[src/rtl/cd_hps_mailbox.sv]
// HPS mailbox: toggle-flagged commands into a FWFT FIFO, status words published with a toggle and held.
// Commands reach cmd_valid one cycle after detection; drops when full (sticky flag); stat_ready only when idle.
module cd_hps_mailbox #(
  parameter int CMD_DEPTH   = 4,
  parameter int HOLD_CYCLES = 4096
) (
  input  logic        clk_sys,
  input  logic        reset,
  input  logic [48:0] cd_out,
  output logic [48:0] cd_in,
  output logic        cmd_valid,
  output logic [47:0] cmd_data,
  input  logic        cmd_ready,
  output logic [4:0]  cmd_level,
  output logic        cmd_overflow,
  input  logic        stat_valid,
  input  logic [47:0] stat_data,
  output logic        stat_ready
);

  localparam int         AW        = (CMD_DEPTH > 1) ? $clog2(CMD_DEPTH) : 1;
  localparam logic [4:0] FULL_LVL  = 5'(CMD_DEPTH);
  localparam logic [15:0] HOLD_LOAD = 16'(HOLD_CYCLES - 1);

  typedef enum logic [1:0] {
    ST_IDLE,
    ST_PUBLISH,
    ST_HOLD
  } stat_state_t;

  logic          armed;
  logic          tog_prev;
  logic [AW-1:0] wr_ptr;
  logic [AW-1:0] rd_ptr;
  logic [AW-1:0] rd_next;
  logic [47:0]   mem [CMD_DEPTH];
  logic          detect;
  logic          full;
  logic          pop;
  logic          push;
  logic [4:0]    level_next;

  stat_state_t   stat_state;
  logic [15:0]   hold_cnt;

  assign detect    = armed && (cd_out[48] != tog_prev);
  assign full      = (cmd_level == FULL_LVL);
  assign pop       = cmd_valid && cmd_ready;
  // A full FIFO still takes the command when the head leaves in the same cycle.
  assign push      = detect && (!full || pop);
  assign rd_next   = pop ? AW'(rd_ptr + 1'b1) : rd_ptr;
  assign cmd_valid = (cmd_level != 5'd0);

  always_comb begin
    level_next = cmd_level;
    if (push && !pop)
      level_next = cmd_level + 5'd1;
    else if (pop && !push)
      level_next = cmd_level - 5'd1;
  end

  always_ff @(posedge clk_sys) begin
    if (push)
      mem[wr_ptr] <= cd_out[47:0];
  end

  always_ff @(posedge clk_sys or posedge reset) begin
    if (reset) begin
      armed        <= 1'b0;
      tog_prev     <= 1'b0;
      wr_ptr       <= '0;
      rd_ptr       <= '0;
      cmd_level    <= 5'd0;
      cmd_overflow <= 1'b0;
      cmd_data     <= 48'd0;
    end else begin
      if (!armed) begin
        armed    <= 1'b1;
        tog_prev <= cd_out[48];
      end else if (detect) begin
        tog_prev <= cd_out[48];
        if (!push)
          cmd_overflow <= 1'b1;
      end
      if (push)
        wr_ptr <= AW'(wr_ptr + 1'b1);
      rd_ptr    <= rd_next;
      cmd_level <= level_next;
      // The registered head bypasses memory when the incoming word becomes the head.
      if (level_next != 5'd0)
        cmd_data <= (push && (wr_ptr == rd_next)) ? cd_out[47:0] : mem[rd_next];
    end
  end

  always_ff @(posedge clk_sys or posedge reset) begin
    if (reset) begin
      stat_state <= ST_IDLE;
      stat_ready <= 1'b1;
      hold_cnt   <= 16'd0;
      cd_in      <= 49'd0;
    end else begin
      case (stat_state)
        ST_IDLE: begin
          if (stat_valid) begin
            cd_in[47:0] <= stat_data;
            stat_ready  <= 1'b0;
            stat_state  <= ST_PUBLISH;
          end
        end
        ST_PUBLISH: begin
          cd_in[48]  <= ~cd_in[48];
          hold_cnt   <= HOLD_LOAD;
          stat_state <= ST_HOLD;
        end
        ST_HOLD: begin
          if (hold_cnt == 16'd0) begin
            stat_ready <= 1'b1;
            stat_state <= ST_IDLE;
          end else begin
            hold_cnt <= hold_cnt - 16'd1;
          end
        end
        default: begin
          stat_ready <= 1'b1;
          stat_state <= ST_IDLE;
        end
      endcase
    end
  end

endmodule

[config.mk]
export PLATFORM = sky130hd
export DESIGN_NAME = cd_hps_mailbox
export DESIGN_NICKNAME = d
export VERILOG_FILES = /design/src/rtl/cd_hps_mailbox.sv
export SDC_FILE = /design/constraint.sdc
export NUM_CORES = 1
export LEC_CHECK = 0
export ABC_AREA = 1
export CELL_PAD_IN_SITES_DETAIL_PLACEMENT = 1
export CELL_PAD_IN_SITES_GLOBAL_PLACEMENT = 1
export CORE_ASPECT_RATIO = 2
export CORE_MARGIN = 1.5
export CORE_UTILIZATION = 40
export CTS_BUF_LIST = sky130_fd_sc_hd__clkbuf_16
export DETAILED_ROUTE_END_ITERATION = 6
export GPL_ROUTABILITY_DRIVEN = 0
export PLACE_DENSITY = 0.82
export SYNTH_ARGS = -nofsm -noshare
export SYNTH_HDL_FRONTEND = slang
export SYNTH_SLANG_ARGS = --single-unit
export TNS_END_PERCENT = 30
[constraint.sdc]
create_clock -name clk_sys -period 4.7 [get_ports clk_sys]
set_input_delay 0.94 -clock clk_sys [delete_from_list [all_inputs] [get_ports clk_sys]]
set_output_delay 0.94 -clock clk_sys [all_outputs]
set_load 0.02 [all_outputs]
==> summary.md, run 1 <==
| Metric | Value |
|---|---|
| Commonest cells after routing, fill and taps aside | nand2_1, inv_1, nand3_1 |
| Hold buffer count at CTS | 0 |
| CP max-delay cell | clkdlybuf4s50_1 |
| Seq/Total Area, Yosys | 62.6% |
| Switch Pwr | 5120 uW |
| CP Launch Type | primary input |
| Most used cell along the critical path | nand2_1 |
| Syn_area_per_cell | 9.08 um^2 |
| Overall routed net length | 41400 um |
| First-pass GRT wire length | 65200 um |
| Max stage delay on crit path | 0.71 ns |
| DRT Pass-1 Iters | 4 |
| Data arrival, critical path | 3.67 ns |
| Tmin final | 3.16 ns |
| Slew Limit Fails | 0 |
| Setup-failing EPs final | 0 |
| Clock Tree Buf Depth | 3 |
| Cell Chain, Critical Path | clkdlybuf4s50_1, nor2_1, nand3_1, nand2_1, inv_2, nand2_1, nor2_4, buf_4, nand3_1, nand2_1, nand2_1, nand2_1 |
| Worst VDD drop | 0.549 mV |
| Clock network power share | 20.6% |
| Crit end category | register |
| Fin cells | 2229 |
| Clock tree sinks | 320 |
| Mapped Cells | 1579 |
| Hold Vio Cnt, Final | 0 |
| Gr usage total | 22.8% |
| Routed Antenna Nets | 0 |
| Worst-margin pin slew | 1.16 ns |
| Placed cells | 2171 |
| Post-DP HPWL | 26100 um |
| Async SR Flop Fraction | 40.0% |
| Mapped cell area | 14300 um^2 |
| FILL cells | 4039 |
| Combinational Power Share | 45.3% |
| MaxCap Viol Count | 0 |
| Flop pwr share | 34.1% |
| Post-CTS resize count | 0 |
| Site Rows | 97 |
| Total number of vias | 11300 |
| Rel. slew slack | 22.8% |
| Vias in the first global route | 12500 |
| Post-synth EDFFs | 192 |
| Total setup buffers inserted after CTS | 0 |
| RSZ-0062 raised after global routing | no |
| Setup TNS | 0 ns |
| DR WL/cell | 18.6 um |
| CP required | 5.21 ns |
| # IOs | 206 |
| Period utilization | 67.2% |
| H-tree Lvls | 1 |
| Clock slew at reported path FFs | 0.07 ns |
| Clock skew | 0.0235 ns |
| Cts bufs inserted | 30 |
| Yosys warnings | 0 |
| CTS tree | done |
| Starting DRT DRC Count | 608 |
| Synth cell types | 32 |
| Pin count of the biggest net entering global routing | 97 |
| Port bufs | 205 |
| Die area | 37000 um^2 |
| HP Class | reg -> reg |
| Leak | 0.00829 uW |
| Status | complete, no violations |
| Initial antenna violation count | 2 |
| Top_reg_cell synth | edfxtp_1 |
| Root Driver | clkbuf_16 |
| P&R area growth vs syn | 24.3% |
| Nets | 1868 |
| Initial core utilization | 40.7% |
| Commonest non-fill, non-tap cell in the layout | nand2_1 |
| Critical-path maximum fanout | 48 |
| F_max | 317 MHz |
| Register bit total from synthesis | 320 |
| Core Area | 35200 um^2 |
| Pwr dens | 684 nW/um^2 |
| Clock Latency Late Sink | 0.57 ns |
| Kind of critical path | in -> reg |
| GRT Residual Overflow | 0 |
| Internal power | 7060 uW |
| Layout cells sized above 1 | 5.16% |
| Vias/cell | 5.07 |
| DR DRC count | 0 |
| Die Height | 271 um |
| Die span in x | 137 um |
| Switching share of power | 42.1% |
| Net Count, Synth | 1689 |
-- routing by layer --
layer	global-route usage, %	wire length [um]	vias up
met5	0	0	-
met4	9.31	1520	0
met3	4.37	2260	85
met2	43.5	22700	303
met1	23.5	14900	5630
li1	-	-	5279
-- final timing paths --
path                                             start                  endpoint  slack, ns  cells past startpoint
worst max-delay path                         cmd_ready  cmd_data[12]$_DFFE_PP0P_       1.54                     12
worst min-delay path             cd_in[48]$_DFFE_PP0P_     cd_in[48]$_DFFE_PP0P_       0.47                      1
worst max register to register  cmd_level[0]$_DFF_PP0_   cmd_data[3]$_DFFE_PP0P_       1.70                     16
worst min register to register   cd_in[48]$_DFFE_PP0P_     cd_in[48]$_DFFE_PP0P_       0.47                      1
max in group asynchronous                        reset       rd_ptr[0]$_DFF_PP0_       2.81                      3
min in group asynchronous                        reset  cmd_data[14]$_DFFE_PP0P_       0.93                      2
-- cell type report --
type                       count  area, um^2  area share, %
antenna                        2        5.00         0.0281
timing repair buffer         221        2230           12.5
multi-input combinational    951        4160           23.3
inverter                     234         883           4.96
clock inverter                25         235           1.32
sequential                   320        8970           50.3
clock buffer                  31         776           4.35
tap                          445         557           3.12
-- state kept, by name, summed over array words and instances, names as in the netlist --
name	cells
rd_ptr	2
armed	1
stat_state	2
tog_prev	1
stat_ready	1
hold_cnt	16
wr_ptr	2
cmd_level	5
cd_in	49
mem	192
cmd_data	48
cmd_overflow	1
-- synth_stat cells (3+ instances only) --
cell type / number / area [um^2]
nand2_1: 642 / 2410
inv_1: 231 / 867
nand3_1: 211 / 1060
edfxtp_1: 192 / 5770
dfrtp_1: 127 / 3180
clkbuf_1: 32 / 120
nor2_1: 30 / 113
buf_2: 25 / 125
o21ai_0: 13 / 65.1
buf_4: 12 / 90.1
ha_1: 9 / 113
nand4_1: 8 / 50.1
xor2_1: 7 / 61.3
a21oi_1: 6 / 30.0
nand2_2: 4 / 25.0
buf_6: 3 / 33.8
inv_2: 3 / 11.3
nor2_2: 3 / 18.8
nor2_4: 3 / 33.8
nor3_1: 3 / 15.0
-- critical path: cells and delay by family --
family        cells  cell delay, ns
buf+inv           3            1.45
simple gates      9            1.25
-- kinds of logic (layout without fill, tap and decap cells) --
logic type	after synthesis	in the layout	synth area share, %
and+or+nand+nor	911	911	26.5
adders and majority gates	9	9	0.786
AOI/OAI and AO/OA	21	21	0.768
DFF	320	320	62.6
buffers and inverters	308	511	8.76
xor gates and xnor gates	9	9	0.602
other	1	3	0.0262
-- power groups by stage --
stage	combinational, uW	sequential, uW	clock (uW)
3_5_place_dp	5550	4190	0
6_report	5520	4150	2510
2_1_floorplan	2890	4650	0
5_1_grt	6140	4220	2650
3_3_place_gp	5340	4160	0
4_1_cts	5610	4160	2560
-- metrics by stage --
| step | utilization [%] | total power [uW] | area (um^2) | setup WS [ns] | hold slack (ns) |
|---|---|---|---|---|---|
| 3_5_place_dp | 47.7 | 9740 | 16800 | 0.997 | 0.463 |
| 3_3_place_gp | 47.7 | 9510 | 16800 | 1.14 | 0.458 |
| 5_1_grt | 50.6 | 13000 | 17800 | 1.34 | 0.503 |
| 2_1_floorplan | - | 7540 | 14300 | 0.349 | 0.453 |
| 6_report | 50.6 | 12200 | 17800 | 1.54 | 0.472 |
| 4_1_cts | 50.6 | 12300 | 17800 | 1.52 | 0.479 |
Note: power is estimated with default switching activity, not from simulation.
==> inputs of run 2 (changes only) <==
==> constraint.sdc (replaced) <==
create_clock -name clk_sys -period 3 [get_ports clk_sys]
set_input_delay 0.6 -clock clk_sys [delete_from_list [all_inputs] [get_ports clk_sys]]
set_output_delay 0.6 -clock clk_sys [all_outputs]
set_load 0.02 [all_outputs]
==> run 2 against run 1 <==
Effect of this change:
- sequential share of layout area shrank 0.48 points
- flip-flop and latch count is the same
- cell count grew 0.76%
- clock power grew 47%
- highest routed layer unchanged
==> summary.md, run 2 (same netlist as run 1, synthesis figures left out) <==
| Metric | Value |
|---|---|
| Status | complete, no violations |
| Root Driver | clkbuf_16 |
| # IOs | 206 |
| Post-DP HPWL | 28000 um |
| Initial antenna violation count | 1 |
| FILL cells | 4071 |
| Post-CTS resize count | 0 |
| Flop pwr share | 33.9% |
| Most flops, register | mem |
| Reg2reg path depth | 16 |
| RR Startpoint | cmd_level[0]$_DFF_PP0_ |
| Worst path depth | 6 |
| Period utilization | 95.9% |
| Nets | 1888 |
| Combinational Power Share | 46.9% |
| Final total power | 19200 uW |
| Total setup buffers inserted after CTS | 0 |
| Clock slew at reported path FFs | 0.07 ns |
| Switch Pwr | 8140 uW |
| Hold buffer count at CTS | 0 |
| Core Area | 35200 um^2 |
| Max stage delay on crit path | 0.62 ns |
| Clock network power share | 19.3% |
| WP buf/inv | 3 |
| Slew Limit Fails | 0 |
| HP Class | reg -> reg |
| First-pass GRT wire length | 65800 um |
| Gr usage total | 23.2% |
| Worst-margin pin slew | 0.780 ns |
| Cell Chain, Critical Path | inv_1, ha_1, inv_1, nor2_2, nand2_4, clkdlybuf4s50_1 |
| GRT Residual Overflow | 0 |
| Overall routed net length | 42000 um |
| Kind of critical path | reg -> out |
| Commonest non-fill, non-tap cell in the layout | nand2_1 |
| Internal power | 11100 uW |
| Rel. slew slack | 47.9% |
| Routed Antenna Nets | 0 |
| Most used cell along the critical path | inv_1 |
| Clock Latency Late Sink | 0.58 ns |
| # diodes | 0 |
| Pre-CTS WS | 0.205 ns |
| Pin count of the biggest net entering global routing | 52 |
| Area of placed instances | 17100 um^2 |
| Fin worst setup slack | 0.124 ns |
| CP delay by family, top | buffers and inverters |
| Post-route cell area | 18000 um^2 |
| Worst hold path startpoint | cd_in[31]$_DFFE_PP0P_ |
| Hold path depth | 2 |
| Die span in x | 137 um |
| CP required | 2.40 ns |
| Top Registers | mem x192, cd_in x49, cmd_data x48 |
| Setup-failing EPs final | 0 |
| GRT Max-Usage Layer | met2 |
| MaxCap Viol Count | 0 |
| Commonest cells after routing, fill and taps aside | nand2_1, inv_1, nand3_1 |
| Pwr dens | 1070 nW/um^2 |
| CTS tree | done |
| Max reg flops | 192 |
| Starting DRT DRC Count | 539 |
| Total number of vias | 11400 |
| RSZ-0062 raised after global routing | no |
| CP Launch Type | register |
| DRT Pass-1 Iters | 4 |
| Reg2reg setup slack | 0.50 ns |
| Data arrival, critical path | 2.28 ns |
| GR Layer Usage met2 | 44.6% |
| P&R area growth vs syn | 25.5% |
| Reg2reg end | cmd_data[8]$_DFFE_PP0P_ |
| Fin cells | 2246 |
| Hold Vio Cnt, Final | 0 |
| H-tree Lvls | 1 |
| Die Height | 271 um |
| Crit end category | output port |
| GRT met1 Usage | 23.6% |
| Layout cells sized above 1 | 6.00% |
| M3 GR Usage | 4.85% |
| Site Rows | 97 |
| Placed cells | 2192 |
| Worst VDD drop | 0.601 mV |
| Tmin final | 2.88 ns |
| Clock skew | 0.00798 ns |
| DR DRC count | 0 |
| Initial core utilization | 40.7% |
| Port bufs | 205 |
| Leak | 0.00838 uW |
| Clock Tree Buf Depth | 3 |
| Critical-path maximum fanout | 9 |
| DR WL/cell | 18.7 um |
| Cts bufs inserted | 29 |
| Vias in the first global route | 12500 |
| Die area | 37000 um^2 |
| Setup TNS | 0 ns |
| CP max-delay cell | clkdlybuf4s50_1 |
| Clock tree sinks | 320 |
| Switching share of power | 42.3% |
| Hold Path Sink | cd_in[31]$_DFFE_PP0P_ |
| Vias/cell | 5.08 |
| F_max | 348 MHz |
## run 2: changes by cell type in the layout (fill, tap and decap cells not counted)
| cell | previous run | this run |
|---|---|---|
| buf_4 | 11 | 24 |
| buf_12 | 5 | 13 |
| clkinv_2 | 6 | 3 |
| clkbuf_16 | 31 | 29 |
| clkinvlp_4 | 3 | 5 |
| diode_2 | 2 | 0 |
| inv_1 | 234 | 236 |
| bufinv_16 | 4 | 3 |
| clkinv_1 | 5 | 6 |
| clkinv_4 | 0 | 1 |
| inv_6 | 3 | 2 |
| inv_8 | 1 | 0 |
## run 2: final cells by class
type	count	area, um^2	area share (%)
flip-flops and latches	320	8970	49.9
multi-input cells	951	4160	23.1
repair buffers	242	2490	13.9
inverters	234	882	4.90
clock buffers	29	726	4.03
well taps	445	557	3.09
clock inverters	25	206	1.15
## run 2: worst max path at each step
stage                                start                       end
global route        cmd_level[0]$_DFF_PP0_                 cmd_valid
finish              cmd_level[0]$_DFF_PP0_                 cmd_valid
floorplan           cmd_level[0]$_DFF_PP0_       mem[0][0]$_DFFE_PP_
global placement                cd_out[48]   cmd_data[8]$_DFFE_PP0P_
detailed placement              cd_out[48]  cmd_data[29]$_DFFE_PP0P_
CTS                 cmd_level[0]$_DFF_PP0_                 cmd_valid
## run 2: tightest hold or removal path, cell delays in order (launching register included)
cell and delay, ns:
dfrtp_1 0.34, nand2_1 0.05, nand2_1 0.05
## run 2: power groups by stage
stage	combinational (uW)	sequential, uW	clock (uW)
after floorplan	4520	7290	0
after global placement	8700	6530	0
after detailed placement	9050	6570	0
after CTS	9120	6520	3780
after global routing	9940	6610	3900
final	9000	6510	3700
## run 2: routing by layer
| layer | vias up | part of all wire [%] |
|---|---|---|
| li1 | 5330 | - |
| met1 | 5664 | 35 |
| met2 | 331 | 55 |
| met3 | 86 | 6.1 |
| met4 | 0 | 3.6 |
| met5 | - | 0 |
## run 2: per-stage QoR
step	hold slack [ns]	util (%)
after floorplan	0.453	-
after global placement	0.457	48.5
after detailed placement	0.466	48.5
after CTS	0.483	51.1
after global routing	0.503	51.1
final	0.480	51.1
